## config.mk

```make
export PLATFORM = sky130hd
export DESIGN_NAME = mux_nx1_arb
export DESIGN_NICKNAME = d
export VERILOG_FILES = /design/src/rtl/mux_pkg.sv /design/src/rtl/rr_arbiter.sv /design/src/rtl/mux_nx1_arb.sv
export SDC_FILE = /design/constraint.sdc
export NUM_CORES = 1
export LEC_CHECK = 0
export ABC_AREA = 1
export CORE_MARGIN = 4
export CORE_UTILIZATION = 31
export CTS_BUF_LIST = sky130_fd_sc_hd__clkbuf_8
export CTS_CLUSTER_DIAMETER = 150
export CTS_CLUSTER_SIZE = 12
export DETAILED_ROUTE_END_ITERATION = 8
export PLACE_DENSITY_LB_ADDON = 0.2
export SLEW_MARGIN = 20
export SYNTH_ARGS = -nofsm -noshare
export SYNTH_HDL_FRONTEND = slang
export SYNTH_HIERARCHICAL = 1
export SYNTH_SLANG_ARGS = --single-unit
export TNS_END_PERCENT = 20
```

## constraint.sdc

```tcl
create_clock -name clk -period 2.2 [get_ports clk]
set_input_delay 0.44 -clock clk [delete_from_list [all_inputs] [get_ports clk]]
set_output_delay 0.44 -clock clk [all_outputs]
set_load 0.05 [all_outputs]
```

## src/rtl/mux_pkg.sv

```systemverilog
// Shared definitions for the N:1 handshaked multiplexer family.
//   MODE_SELECT / MODE_RR : values of the mode input
//   sel_width()           : width of a channel index for a given channel count
package mux_pkg;

  localparam logic MODE_SELECT = 1'b0;
  localparam logic MODE_RR     = 1'b1;

  localparam int unsigned MIN_IN = 2;
  localparam int unsigned MAX_IN = 16;

  // Smallest width able to index n channels; never below 1 bit.
  function automatic int unsigned sel_width(input int unsigned n);
    int unsigned w;
    w = 1;
    for (int unsigned i = 1; i < 32; i++) begin
      if ((32'd1 << i) < n) w = i + 1;
    end
    return w;
  endfunction

endpackage

```

## src/rtl/rr_arbiter.sv

```systemverilog
// Combinational round-robin arbiter: grants the first requester found
// searching upward from ptr_i, wrapping at NUM_IN.
//   req_i         : per-channel request
//   ptr_i         : highest-priority channel index (must be < NUM_IN)
//   grant_o       : index of the winning channel (0 when nothing requests)
//   grant_valid_o : at least one channel requested
module rr_arbiter
  import mux_pkg::*;
#(
  parameter  int unsigned NUM_IN   = 4,
  localparam int unsigned SELWIDTH = sel_width(NUM_IN)
) (
  input  logic [NUM_IN-1:0]   req_i,
  input  logic [SELWIDTH-1:0] ptr_i,
  output logic [SELWIDTH-1:0] grant_o,
  output logic                grant_valid_o
);

  logic [NUM_IN-1:0] req_hi;

  // Requests at or above the pointer win first; otherwise wrap to the
  // lowest requester overall.
  always_comb begin
    req_hi        = '0;
    grant_o       = '0;
    grant_valid_o = 1'b0;
    for (int unsigned i = 0; i < NUM_IN; i++) begin
      req_hi[i] = req_i[i] && (SELWIDTH'(i) >= ptr_i);
    end
    for (int i = int'(NUM_IN) - 1; i >= 0; i--) begin
      if (req_i[i]) begin
        grant_o       = SELWIDTH'(i);
        grant_valid_o = 1'b1;
      end
    end
    if (|req_hi) begin
      for (int i = int'(NUM_IN) - 1; i >= 0; i--) begin
        if (req_hi[i]) grant_o = SELWIDTH'(i);
      end
    end
  end

endmodule

```

## src/rtl/mux_nx1_arb.sv

```systemverilog
// Registered N:1 valid/ready multiplexer with explicit-select or
// round-robin channel choice and a one-entry output register.
//   clk, rst_n : clock, asynchronous active-low reset
//   in_data    : NUM_IN packed channels, channel i at [i*DATAWIDTH +: DATAWIDTH]
//   in_valid   : per-channel valid
//   in_ready   : per-channel ready, one-hot or zero (combinational)
//   mode       : MODE_SELECT or MODE_RR
//   sel        : channel index used in MODE_SELECT
//   out_data   : registered beat
//   out_valid  : out_data holds a beat
//   out_ready  : consumer accepts the beat
//   out_src    : channel that supplied out_data
module mux_nx1_arb
  import mux_pkg::*;
#(
  parameter  int unsigned DATAWIDTH = 8,
  parameter  int unsigned NUM_IN    = 4,
  localparam int unsigned SELWIDTH  = sel_width(NUM_IN)
) (
  input  logic                        clk,
  input  logic                        rst_n,
  input  logic [NUM_IN*DATAWIDTH-1:0] in_data,
  input  logic [NUM_IN-1:0]           in_valid,
  output logic [NUM_IN-1:0]           in_ready,
  input  logic                        mode,
  input  logic [SELWIDTH-1:0]         sel,
  output logic [DATAWIDTH-1:0]        out_data,
  output logic                        out_valid,
  input  logic                        out_ready,
  output logic [SELWIDTH-1:0]         out_src
);

  localparam logic [SELWIDTH-1:0] LAST_IDX = SELWIDTH'(NUM_IN - 1);

  logic                 out_valid_q, out_valid_d;
  logic [DATAWIDTH-1:0] out_data_q,  out_data_d;
  logic [SELWIDTH-1:0]  out_src_q,   out_src_d;
  logic [SELWIDTH-1:0]  rr_ptr_q,    rr_ptr_d;

  logic                 load_c;
  logic                 sel_gv_c;
  logic [SELWIDTH-1:0]  rr_grant_c;
  logic                 rr_gv_c;
  logic [SELWIDTH-1:0]  grant_c;
  logic                 grant_valid_c;
  logic [DATAWIDTH-1:0] grant_data_c;

  rr_arbiter #(
    .NUM_IN (NUM_IN)
  ) u_rr_arbiter (
    .req_i         (in_valid),
    .ptr_i         (rr_ptr_q),
    .grant_o       (rr_grant_c),
    .grant_valid_o (rr_gv_c)
  );

  // Output register can take a beat when empty or being drained this cycle.
  assign load_c = !out_valid_q || out_ready;

  // Explicit select: an out-of-range sel matches no channel, so never grants.
  always_comb begin
    sel_gv_c = 1'b0;
    for (int unsigned i = 0; i < NUM_IN; i++) begin
      if ((sel == SELWIDTH'(i)) && in_valid[i]) sel_gv_c = 1'b1;
    end
  end

  // Grant choice follows mode combinationally.
  always_comb begin
    grant_c       = sel;
    grant_valid_c = sel_gv_c;
    if (mode == MODE_RR) begin
      grant_c       = rr_grant_c;
      grant_valid_c = rr_gv_c;
    end
  end

  // Data mux for the granted channel.
  always_comb begin
    grant_data_c = '0;
    for (int unsigned i = 0; i < NUM_IN; i++) begin
      if (grant_c == SELWIDTH'(i)) grant_data_c = in_data[i*DATAWIDTH +: DATAWIDTH];
    end
  end

  // Ready goes only to the granted channel; held low while in reset.
  always_comb begin
    in_ready = '0;
    for (int unsigned i = 0; i < NUM_IN; i++) begin
      in_ready[i] = rst_n && load_c && grant_valid_c && (grant_c == SELWIDTH'(i));
    end
  end

  // Next-state for the output register and round-robin pointer.
  always_comb begin
    out_valid_d = out_valid_q;
    out_data_d  = out_data_q;
    out_src_d   = out_src_q;
    rr_ptr_d    = rr_ptr_q;
    if (load_c) begin
      if (grant_valid_c) begin
        out_valid_d = 1'b1;
        out_data_d  = grant_data_c;
        out_src_d   = grant_c;
        if (mode == MODE_RR) begin
          rr_ptr_d = (grant_c == LAST_IDX) ? '0 : grant_c + SELWIDTH'(1);
        end
      end else begin
        out_valid_d = 1'b0;
      end
    end
  end

  // State registers.
  always_ff @(posedge clk or negedge rst_n) begin
    if (!rst_n) begin
      out_valid_q <= 1'b0;
      out_data_q  <= '0;
      out_src_q   <= '0;
      rr_ptr_q    <= '0;
    end else begin
      out_valid_q <= out_valid_d;
      out_data_q  <= out_data_d;
      out_src_q   <= out_src_d;
      rr_ptr_q    <= rr_ptr_d;
    end
  end

  assign out_valid = out_valid_q;
  assign out_data  = out_data_q;
  assign out_src   = out_src_q;

endmodule

```

## Word level (Yosys, flattened, before mapping)

Cells that the tools add are included.

| storage, ports and cells | value |
|---|---|
| flip-flop bits (word level) | 13 |
| output and inout bits | 15 |
| word-level logic and storage cells | 61 |

| cells by class | value |
|---|---|
| $add $sub $neg | 1 |
| order comparisons | 4 |
| eq/ne operators | 6 |
| multiplexer cells | 25 |
| reduce and logical (&&, ||, !) cells | 21 |

Operators with widths:

| cell | count |
|---|---|
| two-way mux 8 bit | 4 |
| two-way mux 2 bit | 11 |
| logical AND 1 bit | 14 |
| two-way mux 1 bit | 10 |
| equality test 2 bit, second input constant | 4 |
| equality test 2 x 1 -> 1 bit, second input constant | 2 |
| >= comparator 1 x 2 -> 1 bit, first input constant | 2 |
| >= comparator 2 bit, first input constant | 2 |
| logical NOT 2 bit | 2 |
| OR reduction 4 bit | 1 |
| AND reduction 3 bit | 1 |
| adder 2 x 1 -> 2 bit, second input constant | 1 |
| AND reduction 2 bit | 1 |
| logical NOT 1 bit | 1 |
| logical OR 1 bit | 1 |

## Logic depth before layout (Yosys ltp)

| logic depth | value |
|---|---|
| word-level depth | 15 |
| depth in mapped cells | 18 |
| mapped depth without buffers | 17 |

## By module

The synthesis kept the hierarchy.

Modules (own cells, without submodules):

| module | times used | cells an instance | area an instance (um^2) | seq. area each (um^2) |
|---|---|---|---|---|
| mux_nx1_arb | 1 | 148 | 983.4 | 325.3 |
| rr_arbiter | 1 | 19 | 86.3 | 0.0 |

## Worst setup path after synthesis

OpenSTA, ideal clock, no wires.

| path | value |
|---|---|
| kind | flip-flop to output port |
| start point | register rr_ptr_q[1] |
| end point | output port in_ready[1] |
| data arrival time | 2,263 ps |
| required time | 1,760 ps |
| setup slack | -503 ps |
| cell stages (with the launch flop) | 14 |
| cell sequence | dfrtp_1 inv_1 nand2_1 nor2_1 nor2_1 nand2_1 inv_1 or2_1 o21a_1 inv_1 ha_1 buf_4 clkinv_1 nor2_1 |

| between the ends | value |
|---|---|
| word-level cells in the longest chain between the ends | 10 |
| elaborated cells between the ends (all ways) | 17 |
| those cells by class | order compare: 4; eq/ne: 1; mux: 6; reduce/logical: 6 |

Ends and longest elaborated chain:

| what | RTL line | source |
|---|---|---|
| start: declaration | mux_nx1_arb.sv:38 | `logic [SELWIDTH-1:0] rr_ptr_q, rr_ptr_d;` |
| start signal: assignment | mux_nx1_arb.sv:125 | `rr_ptr_q <= rr_ptr_d;` |
| >= comparator 2 bit | rr_arbiter.sv:28 | `req_hi[i] = req_i[i] && (SELWIDTH'(i) >= ptr_i);` |
| logical AND 1 bit | rr_arbiter.sv:28 |  |
| two-way mux 2 bit (4 in a row) | rr_arbiter.sv:38 | `if (req_hi[i]) grant_o = SELWIDTH'(i);` |
| two-way mux 2 bit * | rr_arbiter.sv:36 | `if (\|req_hi) begin` |
| net rr_grant_c[1] | mux_nx1_arb.sv:42 | `logic [SELWIDTH-1:0] rr_grant_c;` |
| two-way mux 2 bit * | mux_nx1_arb.sv:72 | `if (mode == MODE_RR) begin` |
| net grant_c[1] | mux_nx1_arb.sv:44 | `logic [SELWIDTH-1:0] grant_c;` |
| equality test 2 x 1 -> 1 bit * | mux_nx1_arb.sv:90 | `in_ready[i] = rst_n && load_c && grant_valid_c && (grant_c == SELWIDTH'(i));` |
| logical AND 1 bit * | mux_nx1_arb.sv:90 |  |
| end: declaration | mux_nx1_arb.sv:24 | `output logic [NUM_IN-1:0] in_ready,` |

The timed path passes the listed nets; every way through them passes the cells marked *.

## Worst setup path in the final report

Same ends and word-level chain as after synthesis.

==> flow_summary.toml <==
[placement]
dp_slack_ns = -0.521
port_buffers = 56
gp_routability_congestion = 0.766
hpwl_um = 2650

[yosys]
synth_area_um2 = 1070
ys_seq_area_share_pct = 30.4
syn_inst = 167
syn-num-nets = 213
yosys.cell_count.top_type = "nand2_1"
synth_top_cell_area_share_pct = 30.4
yosys-top-cells-count = "nand2_1 (63), nand3_1 (31), dfrtp_1 (13)"
synth_top_area_cell = "dfrtp_1"
synth-seq-cells = 13
syn_avg_cell_area_um2 = 6.41
async_reset_ff_share_pct = 100
yosys_warnings = 6
synth-main-ff-cell = "dfrtp_1"
synth_edf_count = 0
synth_cell_types = 24
netlist_top_cells_area = "dfrtp_1 (30%), nand2_1 (22%), nand3_1 (15%), ha_1 (4.7%), a21oi_1 (4.2%)"

[detailed_routing]
antenna_left = 0
drt-total-wl_um = 3310
vias_per_cell = 4.36
drc = 0
dr_total_vias = 1260
drt_first_iter_violations = 31
dr.pass1.iters = 4
wl_per_cell_um = 11.5

[setup_path]
rrSetupSlack_ns = 0.04
worstReg2RegEnd = "out_data[0]$_DFFE_PN0P_"
arrival_ns = 1.93
cp-start-kind = "register"
crit_fanout = 4
reg2reg_from = "rr_ptr_q[1]$_DFFE_PN0P_"
worst-setup-path-type = "register to output pin"
crit_path_end_kind = "output pin"
reg2reg_depth = 16
critPathRequiredTime_ns = 1.76

[power]
leakage_nw = 0.957
p_comb_share_pct = 63.4
sw_frac_of_total_pct = 45.2
switching_power_w = 0.000705
p_int_w = 0.000853
p_seq_share_pct = 23.8
p_clk_share_pct = 12.8
ir_drop_mv = 0.485
powerDensity_nw_per_um2 = 781

[global_route]
grt_max_degree = 14
grt_antenna_before_repair = 0
grt_pass1_vias = 1258
grt_pass1_wl_um = 5350
grt-ovfl-total = 0
grt_usage_pct = 15.2

[die]
dieWidth_um = 66.7
core_um2 = 3340
placement_rows = 21
pin_count = 57
die-area_um2 = 4450
initial_core_util_pct = 32.1
chipHeight_um = 66.7

[cts]
cts_buffer_depth = 2
cts_tree = "done"
ctsHtreeMaxLevel = 1
clkTransAtPathRegs_ns = 0.05
cts_buffers = 3
clkSinkCount = 13
clkLatencyLatePin_ns = 0.24
cts_root_buffer = "clkbuf_8"

[finish]
fin_nets = 290
syn2layout_area_growth_pct = 86.4
fill_cells = 335
layout-drive-gt1-share_pct = 25.1
num_antenna_cells = 0

[timing]
fin_skew_ns = 0.00342
slew_violations = 0
fin_ws_ns = -0.165
max_slew.worst_pin.slew_ns = 0.498
period_minus_slack_ns = 2.37
rsz0062_at_grt = "true"
fmax_mhz = 423
slew_headroom_pct = 66.7
holdWs_ns = 0.477
post-route-period-util_pct = 108
hold_viol_final = 0
finalSetupViolations = 4
finalSetupTns_ns = -0.559

[run_status]
violations = "negative setup slack"
status = "finished, violations left"

[hold_path]
worstHoldEndpoint = "out_data[3]$_DFFE_PN0P_"
hold_path.class = "register to register"
hold_depth = 2
worstHoldStart = "out_data[3]$_DFFE_PN0P_"

[flow_run]
drv_cap = 0
what timing repair did:
item / in CTS / in global routing
hold endpoints to repair: 0 / 0
endpoints found under the setup margin: 12 / 12
pin swaps: 2 / 5
hold buffers: 0 / 0
buffers inserted: 2 / 2
gates resized for setup: 17 / 8
metrics by stage:
stage	cells	utilization (%)	instance area (um2)	power, W
after CTS	287	58.5	1950	0.00154
after floorplan	167	-	1100	0.000949
final	289	59.8	1990	0.00156
after global routing	289	59.8	1990	0.00168
after global placement	281	55.6	1860	0.00130
after detailed placement	281	55.6	1860	0.00130
cell usage in the layout (no fill, tap or decap), types with 3 or more instances in the layout:
cell type,synthesis,layout
clkdlybuf4s50_1,0,47
nand3_1,31,28
nand2_1,63,62
inv_2,2,5
buf_4,3,22
nor2_4,0,4
or2_1,3,3
or2_2,6,6
a21oi_1,9,9
clkbuf_8,0,3
dlygate4sd2_1,0,4
inv_1,10,8
nand3_2,1,4
buf_12,0,4
dfrtp_1,13,13
nor2_1,8,3
critical path, stage by stage, from the launching register on:
cell	delay, ns
dfrtp_1	0.42
inv_1	0.07
nand2_1	0.06
nor2_2	0.10
nor2_1	0.05
nand2_1	0.05
inv_1	0.03
or2_1	0.19
o21a_2	0.14
inv_2	0.10
ha_4	0.16
clkinv_4	0.05
nor2_4	0.11
buf_12	0.14
state kept, by name, indices dropped and copies added (netlist names):
name       flops
rr_ptr_q       2
out_data       8
out_valid      1
out_src        2
layout make-up:
cell class              instances  area [um2]  area share [%]
clock buffers                   3        41.3            2.07
multi-input cells             133         736            36.9
inverters                      14        58.8            2.95
flip-flops and latches         13         325            16.3
clock inverters                 1        3.75           0.188
well taps                      46        57.6            2.89
repair buffers                 79         772            38.7
power groups by stage:
stage	Sequential (W)	Combinational [W]	Clock [W]
after floorplan	0.000583	0.000365	0
after detailed placement	0.000372	0.000933	0
final	0.000370	0.000988	0.000200
after CTS	0.000370	0.000968	0.000205
after global placement	0.000371	0.000929	0
after global routing	0.000380	0.00108	0.000222
worst max path at each step:
stage,from,end,depth (start not counted)
finish,rr_ptr_q[1]$_DFFE_PN0P_,in_ready[1],13
global route,rr_ptr_q[1]$_DFFE_PN0P_,in_ready[1],12
CTS,rr_ptr_q[1]$_DFFE_PN0P_,in_ready[1],13
floorplan,rr_ptr_q[1]$_DFFE_PN0P_,in_ready[1],13
global placement,in_valid[1],out_data[2]$_DFFE_PN0P_,16
detailed placement,in_valid[0],in_ready[1],13
per-layer routing:
layer / GRT usage (%) / share of wire, % / vias up / wire length (um)
met5: 0 / 0 / - / 0
met2: 25.9 / 45 / 38 / 1500
met1: 19.4 / 46 / 536 / 1530
met4: 4.57 / 1.1 / 0 / 37
met3: 2.87 / 7.2 / 4 / 238
li1: - / - / 682 / -
kinds of logic (layout without fill, tap and decap cells):
family	after synthesis	after routing	share of synthesized area, %
compound gates	13	13	7.13
mux	1	1	1.05
buf+inv	21	97	9.24
flops	13	13	30.4
fa+ha+maj	4	4	4.68
simple gates	115	115	47.5
No activity file was read; power rests on OpenSTA's default activity.
